==> src/rtl/mips_pipe_pkg.sv <==
// Shared definitions for the MIPS pipeline control slice: hazard FSM states,
// the hard-wired zero register and the branch flush depth.
package mips_pipe_pkg;

  typedef enum logic {
    RUN      = 1'b0,
    MEM_WAIT = 1'b1
  } hazard_state_e;

  localparam logic [4:0] REG_ZERO       = 5'd0;
  localparam int         BRANCH_PENALTY = 3;

endpackage

==> src/rtl/hazard_stat_ctr.sv <==
// Saturating event counter: advances by one on each enabled cycle and sticks
// at all-ones; cleared by the asynchronous reset.
module hazard_stat_ctr #(
  parameter int W = 16
) (
  input  logic         clk,
  input  logic         rst,
  input  logic         inc_i,
  output logic [W-1:0] count_o
);

  logic [W-1:0] count_q, count_d;

  always_comb begin
    count_d = count_q;
    if (inc_i && (count_q != '1)) begin
      count_d = count_q + W'(1);
    end
  end

  always_ff @(posedge clk or posedge rst) begin
    if (rst) begin
      count_q <= '0;
    end else begin
      count_q <= count_d;
    end
  end

  assign count_o = count_q;

endmodule

==> src/rtl/pipe_hazard_ctrl.sv <==
// Stall/flush sequencer for the 5-stage MIPS pipeline. Defining HAZARD_STATS_EN
// adds the saturating stall/flush/memory-wait statistics counters and ports.
module pipe_hazard_ctrl
   import mips_pipe_pkg::*;
#(
   parameter int CNT_W = 16
)
(
   input  logic             clk,
   input  logic             rst,
   input  logic [4:0]       if_id_rs,
   input  logic [4:0]       if_id_rt,
   input  logic             if_id_uses_rt,
   input  logic             id_ex_memread,
   input  logic [4:0]       id_ex_rt,
   input  logic             ex_mem_branch,
   input  logic             ex_mem_zero,
   input  logic             ex_mem_memread,
   input  logic             ex_mem_memwrite,
   input  logic             dmem_ready,
   output logic             dmem_req,
   output logic             pc_en,
   output logic             pc_src,
   output logic             if_id_en,
   output logic             if_id_flush,
   output logic             id_ex_en,
   output logic             id_ex_flush,
   output logic             ex_mem_en,
   output logic             ex_mem_flush,
`ifdef HAZARD_STATS_EN
   output logic [CNT_W-1:0] stall_cnt,
   output logic [CNT_W-1:0] flush_cnt,
   output logic [CNT_W-1:0] memwait_cnt,
`endif
   output logic             mem_wb_flush
);

   hazard_state_e stateQ, stateD;

   logic memOp;
   logic memDone;
   logic freeze;
   logic takenBranch;
   logic loadUse;

   // A ready pulse only completes an access when a request is actually out.
   assign memOp   = ex_mem_memread | ex_mem_memwrite;
   assign memDone = memOp & dmem_ready;
   assign freeze  = ~rst & ~memDone & ((stateQ == MEM_WAIT) | memOp);

   assign takenBranch = ~rst & ~freeze & ex_mem_branch & ex_mem_zero;
   assign loadUse     = ~rst & ~freeze & ~takenBranch & id_ex_memread &
                        (id_ex_rt != REG_ZERO) &
                        ((id_ex_rt == if_id_rs) | (if_id_uses_rt & (id_ex_rt == if_id_rt)));

   assign dmem_req = memOp & ~rst;

   // State register: reset returns the sequencer to RUN, abandoning any access.
   always_ff @(posedge clk or posedge rst) begin
      if (rst) begin
         stateQ <= RUN;
      end else begin
         stateQ <= stateD;
      end
   end

   // Freeze wins over a branch flush, which in turn squashes a load-use stall.
   always_comb begin
      stateD       = stateQ;
      pc_en        = 1'b1;
      pc_src       = 1'b0;
      if_id_en     = 1'b1;
      if_id_flush  = 1'b0;
      id_ex_en     = 1'b1;
      id_ex_flush  = 1'b0;
      ex_mem_en    = 1'b1;
      ex_mem_flush = 1'b0;
      mem_wb_flush = 1'b0;

      case (stateQ)
         RUN:      if (memOp && !dmem_ready) stateD = MEM_WAIT;
         MEM_WAIT: if (memDone) stateD = RUN;
         default:  stateD = RUN;
      endcase

      if (freeze) begin
         pc_en        = 1'b0;
         if_id_en     = 1'b0;
         id_ex_en     = 1'b0;
         ex_mem_en    = 1'b0;
         mem_wb_flush = 1'b1;
      end else if (takenBranch) begin
         pc_src = 1'b1;
         {ex_mem_flush, id_ex_flush, if_id_flush} = {BRANCH_PENALTY{1'b1}};
      end else if (loadUse) begin
         pc_en       = 1'b0;
         if_id_en    = 1'b0;
         id_ex_flush = 1'b1;
      end
   end

`ifdef HAZARD_STATS_EN
   hazard_stat_ctr #(.W(CNT_W)) u_stall_ctr (
      .clk     (clk),
      .rst     (rst),
      .inc_i   (loadUse),
      .count_o (stall_cnt)
   );

   hazard_stat_ctr #(.W(CNT_W)) u_flush_ctr (
      .clk     (clk),
      .rst     (rst),
      .inc_i   (takenBranch),
      .count_o (flush_cnt)
   );

   hazard_stat_ctr #(.W(CNT_W)) u_memwait_ctr (
      .clk     (clk),
      .rst     (rst),
      .inc_i   (stateQ == MEM_WAIT),
      .count_o (memwait_cnt)
   );
`endif

endmodule

==> config.mk <==
export PLATFORM = sky130hd
export DESIGN_NAME = pipe_hazard_ctrl
export DESIGN_NICKNAME = d
export VERILOG_FILES = /design/src/rtl/mips_pipe_pkg.sv /design/src/rtl/hazard_stat_ctr.sv /design/src/rtl/pipe_hazard_ctrl.sv
export SDC_FILE = /design/constraint.sdc
export NUM_CORES = 1
export LEC_CHECK = 0
export CAP_MARGIN = 15
export CORE_AREA = 2 2 39 41
export DETAILED_ROUTE_END_ITERATION = 6
export DIE_AREA = 0 0 41 43
export GPL_TIMING_DRIVEN = 0
export HOLD_SLACK_MARGIN = 0.03
export PLACE_DENSITY = 0.64
export SYNTH_ARGS = -nofsm -noshare
export SYNTH_HDL_FRONTEND = slang
export SYNTH_SLANG_ARGS = --single-unit
==> constraint.sdc <==
create_clock -name clk -period 2.3 [get_ports clk]
set_input_delay 0.575 -clock clk [delete_from_list [all_inputs] [get_ports clk]]
set_output_delay 0.575 -clock clk [all_outputs]
set_load 0.005 [all_outputs]
==> impl_metrics.toml <==
[critical_path]
path_cells = "buf_8, or4_4, o21a_1, a31oi_2, buf_4, buf_6"
slowest_delay_ns = 0.51
cpMaxStageDelayCell = "or4_4"
r2r_setup_slack_ns = 1.29
endpoint_kind = "primary output"
critPathLaunchType = "input port"
critical_path_class = "in -> out"
crit_required_ns = 1.73
reg2regPathDepth = 2
critPathArrivalTime_ns = 1.75
crit_fanout = 2

[final_layout]
nFillCells = 142
multiInputGateArea_um2 = 236
drive_gt1_frac = 0.397
area_delta_synth_final_pct = 172
fin_nets = 99
seq_area_um2 = 25.0
final_core_util = 0.497
num_antenna_cells = 0

[cts]
clk_latency_ns = 0
cts_hold_buffers = 0
cts.reportedPaths.clkPinSlew_ns = 0

[global_routing]
grt_busiest_layer = "met2"
track_usage = 0.0981
overflow = 0
use_met3 = 0.00524
grt_max_degree = 5
first_global_vias = 343
grt_first_pass_wirelength_mm = 1.30
use_met2 = 0.169
globalRouteMet1Util = 0.137
antenna_found_initial = 0

[synth]
syn_avg_cell_area_um2 = 7.22
ys_seq_area_frac = 0.0990
ys_warn_count = 0
ys_ff_latch = 1
synth_cells = 35
syn-num-nets = 59
synth.distinct_cells = 18
syn_area_um2 = 253

[routing]
wl_per_cell_um = 9.65
drtIter0Drc = 1
drt_wl_total_um = 859
drc = 0
via_per_inst = 4.11
vias = 366
drtAntennaViolNets = 0
first_pass_iters = 2

[floorplanning]
die_area_um2 = 1760
row_count = 14
core_area_um2 = 1380
io_pins = 34
die_width_um = 41
start_util = 0.183
die_y_um = 43

[timing]
relSlewSlack = 0.891
timing.fmax_ghz = 0.430
period_minus_slack_ns = 2.32
skew_ns = 0
setup_viol = 1
rsz0062_at_grt = "true"
fin_crit_sh = 1.01
fin_setup_tns_ns = -0.0246
tightestPinTransition_ns = 0.163
finalHoldViolations = 0
fin_ws_ns = -0.0246
slew_viol_final = 0

[pwr]
power_density_nw_per_um2 = 188
p_leak_uw = 0.000368
ir_worst_vdd_v = 0.0000716

[worst_hold_path]
hold_depth = 2
hold_path.class = "reg -> reg"

[place]
port_buffers = 33
dp.final_hpwl_um = 710
gp_congestion = 0.675

[status]
status = "finished, violations left"
failed_checks = "negative setup slack"

[flow_run]
max_cap_viol_count = 0
-- worst max-delay path: cells and delay by family --
family,cells,cell delay (ns)
compound gates,2,0.36
simple gates,1,0.51
buf+inv,3,0.31
-- layer usage --
metal,up-vias,part of all wire
met5,-,0
met4,0,0
met3,0,0.097
met2,17,0.51
met1,156,0.39
li1,193,-
-- layout make-up --
type                    instances  share of cell area
repair buffers                 38               0.536
well taps                      16              0.0291
multi-input cells              28               0.344
flip-flops and latches          1              0.0364
plain buffers                   4              0.0436
inverters                       2              0.0109
-- layout by cell type (no fill, tap or decap), types with 2 or more instances in the layout --
master            n
and3_4            2
buf_2             6
buf_4             7
buf_6             6
clkdlybuf4s50_1   6
dlygate4sd2_1     5
dlymetal6s2s_1   10
inv_1             2
nand2_1           2
nor2_1            2
xnor2_1          10
-- through the flow --
stage | hold WS (ns) | total power (µW) | setup WS [ns] | instance area [µm²] | instances
6_report | 0.588 | 129 | -0.0246 | 688 | 89
5_1_grt | 0.604 | 139 | -0.0683 | 688 | 89
4_1_cts | 0.594 | 128 | -0.0965 | 653 | 89
3_5_place_dp | 0.590 | 123 | -0.889 | 603 | 84
3_3_place_gp | 0.577 | 122 | -0.894 | 603 | 84
2_1_floorplan | 0.309 | 55.5 | 0.0878 | 253 | 35
-- power breakdown --
part	switching (µW)	internal [µW]	total [µW]
Combinational	36.9	72.4	109
Clock	0	0	0
Sequential	0.427	19.4	19.8
-- Yosys cell counts --
cell type	n	area, µm²
nand3_1	1	5.00
a21oi_1	2	10.0
nor2_1	2	7.51
xnor2_1	10	87.6
and2_1	1	6.26
a31oi_1	1	6.26
o21a_1	1	7.51
nand4_1	1	6.26
nand2_1	2	7.51
buf_4	4	30.0
a31o_1	1	8.76
dfrtp_1	1	25.0
or4_1	1	7.51
o21ai_0	1	5.00
inv_1	2	7.51
or3_1	1	6.26
o22ai_1	1	6.26
and3_1	2	12.5
-- kinds of logic after synthesis --
logic type,synth area share
XOR/XNOR,0.347
flip-flops,0.0990
AO/OA/AOI/OAI,0.173
AND/OR/NAND/NOR,0.233
buffers and inverters,0.149
-- worst paths after layout --
kind,end,startpoint
min,flop,flop
min reg2reg,flop,flop
min in group asynchronous,asynchronous set/reset pin,rst
max in group asynchronous,asynchronous set/reset pin,rst
max,pc_en,id_ex_rt[0]
max reg2reg,flop,flop
-- timing repair --
item / 4_1_cts / 5_1_grt
pin swaps: 7 / 16
buffers inserted: 5 / 1
resized for setup: 65 / 18
endpoints found under the hold margin: 0 / 0
setup endpoints to repair: 9 / 7
(Power assumes the default switching activity.)
